$ cat src/rtl/eq_pkg.sv
// Shared types and constants for the equalizer pot-scan sequencer.
// Slot order, ADC channel map, unity gain and FSM state encoding.
package eq_pkg;

    typedef enum logic [2:0] {
        SLOT_LP,
        SLOT_B1,
        SLOT_B2,
        SLOT_B3,
        SLOT_HP,
        SLOT_VOL
    } slot_t;

    typedef enum logic [2:0] {
        IDLE,
        START,
        WAIT,
        STORE,
        ADV
    } seq_state_t;

    localparam int NUM_SLOTS = 6;

    // Entry [i] is the ADC channel read for slot i (LP first).
    localparam logic [NUM_SLOTS-1:0][2:0] CHNL_MAP = {
        3'd7, 3'd3, 3'd2, 3'd4, 3'd0, 3'd1
    };

    localparam logic [11:0] UNITY_GAIN = 12'h800;

    function automatic slot_t next_slot(input slot_t s);
        return (s == SLOT_VOL) ? SLOT_LP : slot_t'(3'(s) + 3'd1);
    endfunction

endpackage

$ cat src/rtl/seq_timer.sv
// Loadable down-counter shared by the scan-gap and conversion-timeout
// intervals; zero flags the last cycle of the loaded interval.
module seq_timer #(
    parameter int          W       = 13,
    parameter logic [W-1:0] RST_VAL = '0
) (
    input  logic         clk,
    input  logic         rst,
    input  logic         load,
    input  logic [W-1:0] load_val,
    input  logic         dec,
    output logic         zero
);

    logic [W-1:0] cnt;

    always_ff @(posedge clk) begin
        if (rst) begin
            cnt <= RST_VAL;
        end else if (load) begin
            cnt <= load_val;
        end else if (dec && cnt != '0) begin
            cnt <= cnt - 1'b1;
        end
    end

    assign zero = (cnt == '0);

endmodule

$ cat src/rtl/pot_scan_sequencer.sv
// Round-robin ADC128S pot scanner feeding the EQ band gains and volume.
// Define POT_DEADBAND_EN to suppress register writes below DEADBAND LSBs.
module pot_scan_sequencer
    import eq_pkg::*;
#(
    parameter int SCAN_GAP = 1024,
    parameter int TIMEOUT  = 4096
`ifdef POT_DEADBAND_EN
    ,
    parameter int DEADBAND = 8
`endif
) (
    input  logic        clk,
    input  logic        rst,
    input  logic        en,
    output logic        strt_cnv,
    output logic [2:0]  chnnl,
    input  logic        cnv_cmplt,
    input  logic [11:0] res,
    output logic [11:0] lp_gain,
    output logic [11:0] b1_gain,
    output logic [11:0] b2_gain,
    output logic [11:0] b3_gain,
    output logic [11:0] hp_gain,
    output logic [11:0] volume,
    output logic        scan_done,
    output logic        all_valid,
    output logic        timeout_err
);

    localparam int TMAX = (SCAN_GAP > TIMEOUT) ? SCAN_GAP : TIMEOUT;
    localparam int TW   = $clog2(TMAX + 1);
    localparam logic [TW-1:0] GAP_LD = TW'(SCAN_GAP - 1);
    localparam logic [TW-1:0] TO_LD  = TW'(TIMEOUT - 1);

    seq_state_t state_q, state_d;
    slot_t      slot_q;

    logic [NUM_SLOTS-1:0][11:0] gain_q;
    logic [11:0] res_q;
    logic        pass_to_q;
    logic        wr_ok;

    logic          tmr_load;
    logic [TW-1:0] tmr_val;
    logic          tmr_dec;
    logic          tmr_zero;
    logic          store_en;
    logic          to_hit;
    logic          adv;

    seq_timer #(
        .W       (TW),
        .RST_VAL (GAP_LD)
    ) u_timer (
        .clk      (clk),
        .rst      (rst),
        .load     (tmr_load),
        .load_val (tmr_val),
        .dec      (tmr_dec),
        .zero     (tmr_zero)
    );

    always_comb begin
        state_d   = state_q;
        tmr_load  = 1'b0;
        tmr_val   = GAP_LD;
        tmr_dec   = 1'b0;
        strt_cnv  = 1'b0;
        scan_done = 1'b0;
        store_en  = 1'b0;
        to_hit    = 1'b0;
        adv       = 1'b0;
        unique case (state_q)
            IDLE: begin
                // Disabled: keep the gap count parked at its start.
                if (!en) begin
                    tmr_load = 1'b1;
                end else if (tmr_zero) begin
                    state_d = START;
                end else begin
                    tmr_dec = 1'b1;
                end
            end
            START: begin
                strt_cnv = 1'b1;
                tmr_load = 1'b1;
                tmr_val  = TO_LD;
                state_d  = WAIT;
            end
            WAIT: begin
                // Completion wins over a timeout expiring on the same cycle.
                if (cnv_cmplt) begin
                    state_d = STORE;
                end else if (tmr_zero) begin
                    to_hit  = 1'b1;
                    state_d = ADV;
                end else begin
                    tmr_dec = 1'b1;
                end
            end
            STORE: begin
                store_en = 1'b1;
                state_d  = ADV;
            end
            ADV: begin
                adv       = 1'b1;
                scan_done = (slot_q == SLOT_VOL);
                tmr_load  = 1'b1;
                state_d   = IDLE;
            end
            default: state_d = IDLE;
        endcase
    end

    always_ff @(posedge clk) begin
        if (rst) begin
            state_q <= IDLE;
            slot_q  <= SLOT_LP;
        end else begin
            state_q <= state_d;
            if (adv) begin
                slot_q <= next_slot(slot_q);
            end
        end
    end

    always_ff @(posedge clk) begin
        if (rst) begin
            res_q <= '0;
        end else if (state_q == WAIT && cnv_cmplt) begin
            res_q <= res;
        end
    end

`ifdef POT_DEADBAND_EN
    logic               first_pass_q;
    logic signed [12:0] diff;
    logic [12:0]        mag;

    always_ff @(posedge clk) begin
        if (rst) begin
            first_pass_q <= 1'b1;
        end else if (scan_done) begin
            first_pass_q <= 1'b0;
        end
    end

    always_comb begin
        diff  = $signed({1'b0, res_q}) - $signed({1'b0, gain_q[slot_q]});
        mag   = diff[12] ? 13'(-diff) : 13'(diff);
        wr_ok = first_pass_q || (mag >= 13'(DEADBAND));
    end
`else
    assign wr_ok = 1'b1;
`endif

    always_ff @(posedge clk) begin
        if (rst) begin
            gain_q <= {NUM_SLOTS{UNITY_GAIN}};
        end else if (store_en && wr_ok) begin
            gain_q[slot_q] <= res_q;
        end
    end

    // pass_to_q remembers a timeout anywhere in the current pass.
    always_ff @(posedge clk) begin
        if (rst) begin
            pass_to_q   <= 1'b0;
            all_valid   <= 1'b0;
            timeout_err <= 1'b0;
        end else begin
            if (to_hit) begin
                pass_to_q   <= 1'b1;
                timeout_err <= 1'b1;
            end else if (scan_done) begin
                pass_to_q <= 1'b0;
            end
            if (scan_done && !pass_to_q) begin
                all_valid <= 1'b1;
            end
        end
    end

    assign chnnl   = CHNL_MAP[slot_q];
    assign lp_gain = gain_q[SLOT_LP];
    assign b1_gain = gain_q[SLOT_B1];
    assign b2_gain = gain_q[SLOT_B2];
    assign b3_gain = gain_q[SLOT_B3];
    assign hp_gain = gain_q[SLOT_HP];
    assign volume  = gain_q[SLOT_VOL];

endmodule

$ cat config.mk
export PLATFORM = sky130hd
export DESIGN_NAME = pot_scan_sequencer
export DESIGN_NICKNAME = d
export VERILOG_FILES = /design/src/rtl/eq_pkg.sv /design/src/rtl/seq_timer.sv /design/src/rtl/pot_scan_sequencer.sv
export SDC_FILE = /design/constraint.sdc
export NUM_CORES = 1
export LEC_CHECK = 0
export CELL_PAD_IN_SITES_DETAIL_PLACEMENT = 2
export CELL_PAD_IN_SITES_GLOBAL_PLACEMENT = 2
export CORE_UTILIZATION = 27
export DETAILED_ROUTE_END_ITERATION = 6
export PLACE_DENSITY_LB_ADDON = 0.1
export SYNTH_ARGS = -nofsm -noshare
export SYNTH_HDL_FRONTEND = slang
export SYNTH_SLANG_ARGS = --single-unit
$ cat constraint.sdc
create_clock -name clk -period 1.8 [get_ports clk]
set_input_delay 0.54 -clock clk [delete_from_list [all_inputs] [get_ports clk]]
set_output_delay 0.54 -clock clk [all_outputs]
set_load 0.01 [all_outputs]
==> results of run 1 <==
-- through the flow --
| step | instances | setup TNS, ns |
|---|---|---|
| 6_report | 845 | -0.00211 |
| 3_5_place_dp | 823 | -6.75 |
| 4_1_cts | 841 | -0.0623 |
| 5_1_grt | 845 | -0.0824 |
| 2_1_floorplan | 494 | 0 |
| 3_3_place_gp | 823 | -4.69 |
-- where the power goes --
part,switching [mW],total [mW],internal [mW]
clock,0.989,2.13,1.15
combinational,0.0813,0.151,0.0692
sequential,0.00154,2.41,2.41
total,1.07,4.69,3.62
-- timing repair --
item,in CTS,in global routing
endpoints found under the setup margin,71,81
setup buffers,2,4
pin swaps,2,8
cloned,0,0
gates resized for setup,72,49
-- sequential cells by signal (all words and copies together) (netlist names), 12 cells and up --
register / flops
u_timer.cnt: 13
lp_gain: 12
res_q: 12
hp_gain: 12
b2_gain: 12
b1_gain: 12
volume: 12
b3_gain: 12
-- routing by layer --
| layer | vias to the layer above | routed length [µm] | track usage |
|---|---|---|---|
| li1 | 1987 | - | - |
| met1 | 2017 | 6930 | 0.238 |
| met2 | 67 | 7460 | 0.332 |
| met3 | 21 | 380 | 0.0263 |
| met4 | 0 | 354 | 0.0879 |
| met5 | - | 0 | 0 |
-- cells in the final DEF, fill, tap and decap left out, types with 5 or more instances in the layout --
cell	netlist	routed
inv_1	7	6
mux2i_1	38	38
dfxtp_1	109	103
nand2_1	80	79
nor3_1	6	5
nand3_1	35	35
a21oi_1	50	49
dlygate4sd2_1	0	42
dlymetal6s2s_1	0	30
buf_4	1	58
clkbuf_16	0	9
nor2_1	55	54
clkdlybuf4s50_1	0	19
o21ai_0	7	5
nand4_1	5	5
-- worst paths after layout --
check | from | to
max | state_q[2] | scan_done
min | timeout_err | timeout_err
max reg2reg | u_timer.cnt[2] | u_timer.cnt[7]
min reg2reg | timeout_err | timeout_err
-- final cells by class --
type	instances	share of cell area
Sequential cell	109	0.343
Clock buffer	10	0.0373
Inverter	7	0.00410
Clock inverter	6	0.0129
Tap cell	211	0.0412
Multi-Input combinational cell	344	0.328
Timing Repair Buffer	158	0.233
-- worst max-delay path: cells and delay by family, from the launching register on --
family                 cells  cell delay, ns
AND/OR/NAND/NOR            2            0.42
flip-flops                 1            0.38
buffers and inverters      1            0.10
-- cell families after synthesis --
family	share of synthesized area
muxes	0.0883
DFF	0.507
AOI/OAI and AO/OA	0.109
adders and majority gates	0.00581
xor gates and xnor gates	0.00203
and+or+nand+nor	0.250
buffers and inverters	0.0381
==> flow_metrics.env, run 1 <==
export IMPL_slew_headroom=0.722
export IMPL_grt_pass1_wl_mm=24.0
export IMPL_crit_chain="nor3b_4 > and3_4 > buf_6"
export IMPL_grt_antenna_before_repair=0
export IMPL_required_ns=1.26
export IMPL_grt_pass1_vias=4400
export IMPL_power_density_mw_per_mm2=733
export IMPL_final_cell_area_mm2=0.00640
export IMPL_syn_avg_cell_area_um2=8.72
export IMPL_endpoint_kind="output pin"
export IMPL_drc=0
export IMPL_clock_latency_ns=0.36
export IMPL_dp_worst_setup_slack_ns=-0.361
export IMPL_htree_levels=3
export IMPL_seq_area_frac_synth=0.507
export IMPL_chipWidth_um=128
export IMPL_cp_max_fo=4
export IMPL_holdPathStages=2
export IMPL_route_detailed_wl_per_inst_um=17.9
export IMPL_grt_ovfl_total=0
export IMPL_setup_viol=1
export IMPL_gr_usage_all_layers=0.193
export IMPL_async_reset_ff_frac=0
export IMPL_drt_iter0_drc=142
export IMPL_ir_drop_v=0.000351
export IMPL_ys_types=48
export IMPL_synth_area_leaders="dfxtp_1 51%, mux2i_1 8.8%, nand2_1 7.0%"
export IMPL_status="finished, violations left"
export IMPL_hold_viol_final=0
export IMPL_portBuffers=94
export IMPL_multi_input_area_mm2=0.00210
export IMPL_synth_commonest_cells="109 x dfxtp_1, 80 x nand2_1, 55 x nor2_1"
export IMPL_routed_wl_mm=15.1
export IMPL_clk_pin_slew_ns=0.07
export IMPL_fin_total_pwr_mw=4.69
export IMPL_synth_edf_count=0
export IMPL_post_route_util=0.417
export IMPL_synth_nets=512
export IMPL_nNetsFinal=647
export IMPL_crit_arrival_ns=1.26
export IMPL_cts_tree="yes"
export IMPL_violations="setup timing"
export IMPL_synth_top_cell_area_share=0.507
export IMPL_cts_root_buf="clkbuf_16"
export IMPL_clock_skew_ns=0.0103
export IMPL_post_drt_via_cell_ratio=4.84
export IMPL_postSynthCellCount=494
export IMPL_io_pins=95
export IMPL_period_needed_ns=1.80
export IMPL_setup_slack_ns=-0.00211
export IMPL_diodes=0
export IMPL_yosys_area_top_type="dfxtp_1"
export IMPL_cp_slowest_cell="dfxtp_4"
export IMPL_finalMaxSlewViolations=0
export IMPL_min_period_over_period=1.00
export IMPL_ff2ff_path_depth=4
export IMPL_drive_gt1_frac=0.189
export IMPL_first_pass_iters=4
export IMPL_route_vias_total=4092
export IMPL_holdWs_ns=0.456
export IMPL_synth_most_common_cell="dfxtp_1"
export IMPL_fp_coreArea_mm2=0.0154
export IMPL_holdBufCountCts=0
export IMPL_synth_area_mm2=0.00431
export IMPL_ant_nets=0
export IMPL_startpoint_type="flip-flop"
export IMPL_yosysWarnings=0
export IMPL_p_leak_nw=3.14
export IMPL_tightest_slew_ns=0.416
export IMPL_place_gp_congestion=0.776
export IMPL_initial_core_util=0.280
export IMPL_slowest_delay_ns=0.38
export IMPL_dpl_cell_area_mm2=0.00587
export IMPL_seqCellArea_mm2=0.00220
export IMPL_nFillCells=1680
export IMPL_holdCritPathClass="flip-flop to flip-flop"
export IMPL_grt_max_degree=64
export IMPL_rows=45
export IMPL_dieArea_mm2=0.0165
export IMPL_area_growth_syn_to_layout_pct=48.7
export IMPL_place_hpwl_mm=10.7
export IMPL_fmax_ghz=0.555
export IMPL_cts_max_path_buffers=2
export IMPL_synth_seq_cells=109
export IMPL_cts_sinks=109
export IMPL_synth_ff_type="dfxtp_1"
export IMPL_maxCapViolCount=0
export IMPL_reg2reg_slack_ns=0.04
export IMPL_cts_made_buffers=9
export IMPL_criticalPathCategory="flip-flop to output pin"
export IMPL_die_height_um=128
export IMPL_rsz0062_at_grt="yes"
No activity file was read; power rests on OpenSTA's default activity.
==> run 2, diff against run 1 <==
--- a/config.mk
+++ b/config.mk
@@ -7,7 +7,7 @@
 export LEC_CHECK = 0
 export CELL_PAD_IN_SITES_DETAIL_PLACEMENT = 2
 export CELL_PAD_IN_SITES_GLOBAL_PLACEMENT = 2
-export CORE_UTILIZATION = 27
+export CORE_UTILIZATION = 30
 export DETAILED_ROUTE_END_ITERATION = 6
 export PLACE_DENSITY_LB_ADDON = 0.1
 export SYNTH_ARGS = -nofsm -noshare
==> constraint.sdc (replaced) <==
create_clock -name clk -period 2 [get_ports clk]
set_input_delay 0.6 -clock clk [delete_from_list [all_inputs] [get_ports clk]]
set_output_delay 0.6 -clock clk [all_outputs]
set_load 0.01 [all_outputs]
==> run 2 against run 1 <==
Effect of this change: largest power group unchanged; non-clock buffer count fell by 19; total power shrank 8.8%; count of clock-buffer cells in the layout unchanged; largest cell class unchanged; the flow now finishes without violations; critical path depth grew 1; register-to-register slack gained 0.03 ns; critical endpoint is now u_timer.cnt[7]; routed wire length decreased by 3.0%; sequential share of layout area increased by 1.7 points; sequential power decreased by 10%; via count down 0.66%.
==> flow_metrics.env, run 2 (synthesized netlist as in run 1, its figures left out) <==
export IMPL_route_detailed_wl_per_inst_um=18.5
export IMPL_drive_gt1_frac=0.137
export IMPL_status="finished clean"
export IMPL_area_growth_syn_to_layout_pct=41.1
export IMPL_post_route_util=0.436
export IMPL_period_needed_ns=1.93
export IMPL_clk_pin_slew_ns=0.08
export IMPL_chipWidth_um=122
export IMPL_p_leak_nw=2.32
export IMPL_cts_max_path_buffers=2
export IMPL_first_pass_iters=4
export IMPL_finalSetupTns_ns=0
export IMPL_grt_pass1_wl_mm=22.9
export IMPL_post_drt_via_cell_ratio=5.11
export IMPL_htree_levels=3
export IMPL_io_pins=95
export IMPL_routed_wl_mm=14.7
export IMPL_nNetsFinal=628
export IMPL_top_layer_used="met4"
export IMPL_holdCritPathClass="flip-flop to flip-flop"
export IMPL_fp_coreArea_mm2=0.0139
export IMPL_largest_register="u_timer.cnt"
export IMPL_final_cell_mix="106 x dfxtp_1, 91 x clkdlybuf4s50_1, 78 x nand2_1"
export IMPL_cts_made_buffers=9
export IMPL_tightest_slew_ns=0.430
export IMPL_min_period_over_period=0.963
export IMPL_grt_antenna_before_repair=0
export IMPL_drt_iter0_drc=102
export IMPL_drc=0
export IMPL_m1WireLength_mm=6.58
export IMPL_ant_nets=0
export IMPL_endpoint_kind="flip-flop"
export IMPL_dieArea_mm2=0.0148
export IMPL_final_common_cell="dfxtp_1"
export IMPL_dr_wl_met2_mm=7.29
export IMPL_die_height_um=122
export IMPL_clkPwrFrac=0.465
export IMPL_place_hpwl_mm=10.3
export IMPL_placedCellCount=778
export IMPL_power_switching_mw=0.945
export IMPL_grt_pass1_vias=4333
export IMPL_slew_headroom=0.713
export IMPL_rows=43
export IMPL_diodes=0
export IMPL_cts_root_buf="clkbuf_16"
export IMPL_finalMaxSlewViolations=0
export IMPL_rsz0062_at_grt="no"
export IMPL_criticalPathCategory="flip-flop to flip-flop"
export IMPL_maxCapViolCount=0
export IMPL_cts_tree="yes"
export IMPL_p_seq_frac=0.507
export IMPL_grt_max_degree=40
export IMPL_power_density_mw_per_mm2=705
export IMPL_p_sw_frac=0.221
export IMPL_fmax_ghz=0.519
export IMPL_cp_max_fo=6
export IMPL_route_vias_total=4065
export IMPL_final_cells=795
export IMPL_crit_arrival_ns=2.22
export IMPL_hold_viol_final=0
export IMPL_gr_usage_all_layers=0.205
export IMPL_cts_sinks=109
export IMPL_largest_reg_flops=13
export IMPL_holdWs_ns=0.459
export IMPL_portBuffers=94
export IMPL_startpoint_type="flip-flop"
export IMPL_setup_viol=0
export IMPL_required_ns=2.30
export IMPL_place_gp_congestion=0.790
export IMPL_initial_core_util=0.309
export IMPL_dr_wl_met3_um=506
export IMPL_clock_latency_ns=0.36
export IMPL_ir_drop_v=0.000482
export IMPL_comb_power_share=0.028
export IMPL_grt_ovfl_total=0
export IMPL_clock_skew_ns=0.00825
export IMPL_power_internal_mw=3.34
==> run 2: cell count changes in the layout (fill, tap and decap cells not counted), sizes merged, moves of 21 or more <==
cell	before	now
buf	67	46
clkdlybuf4s50	19	91
dlygate4sd2	42	1
dlymetal6s2s	30	0
==> run 2: power by group through the flow <==
| stage | Clock (mW) | Sequential, mW | Combinational [mW] |
|---|---|---|---|
| after floorplan | 0 | 2.22 | 0.0470 |
| after global placement | 0 | 2.22 | 0.117 |
| after detailed placement | 0 | 2.22 | 0.121 |
| after CTS | 2.03 | 2.17 | 0.122 |
| after global routing | 2.12 | 2.17 | 0.132 |
| final | 1.99 | 2.17 | 0.121 |
==> run 2: critical path: stages (launching register included) <==
cell and delay (ns):
dfxtp_1 0.38, or4_4 0.57, or3_1 0.38, or4_1 0.43, nand3_1 0.11
==> run 2: final timing paths <==
| check | from | endpoint | slack (ns) | depth (start not counted) |
|---|---|---|---|---|
| worst max-delay path | u_timer.cnt[3] | u_timer.cnt[7] | 0.07 | 4 |
| worst min-delay path | timeout_err | timeout_err | 0.46 | 2 |
| worst max register to register | u_timer.cnt[3] | u_timer.cnt[7] | 0.07 | 4 |
| worst min register to register | timeout_err | timeout_err | 0.46 | 2 |
==> run 2: timing repair <==
action                     in CTS  in global routing
setup endpoints to repair       3                 22
buffers inserted                0                  1
pin swaps                       1                  0
resized for setup              13                  6
cloned                          0                  0
hold buffers                    0                  0
==> run 2: area by class of cell <==
| class | instances | area [µm²] |
|---|---|---|
| fill | 1528 | 7860 |
| sequential | 109 | 2190 |
| multi-input combinational | 344 | 2020 |
| timing repair buffer | 139 | 1290 |
| clock buffer | 10 | 229 |
| tap | 180 | 225 |
| clock inverter | 6 | 93.8 |
| inverter | 7 | 26.3 |
==> run 2: per-stage QoR <==
stage / total power [mW] / setup slack (ns) / area, µm²
after floorplan: 2.27 / 0.0701 / 4310
after global placement: 2.34 / -0.202 / 5700
after detailed placement: 2.34 / -0.245 / 5700
after global routing: 4.42 / 0.0161 / 6070
after CTS: 4.32 / 0.0176 / 6060
final: 4.28 / 0.0749 / 6070
==> run 2: metal layers <==
layer	up-vias	GRT usage
li1	1945	-
met1	2023	0.255
met2	78	0.345
met3	19	0.0393
met4	0	0.0872
met5	-	0
==> run 3, diff against run 2 <==
--- a/config.mk
+++ b/config.mk
@@ -8,6 +8,7 @@
 export CELL_PAD_IN_SITES_DETAIL_PLACEMENT = 2
 export CELL_PAD_IN_SITES_GLOBAL_PLACEMENT = 2
 export CORE_UTILIZATION = 30
+export CTS_CLUSTER_DIAMETER = 40
 export DETAILED_ROUTE_END_ITERATION = 6
 export PLACE_DENSITY_LB_ADDON = 0.1
 export SYNTH_ARGS = -nofsm -noshare
==> results of run 3 <==
Final layout, timing and power as in run 2 (identical DEF).
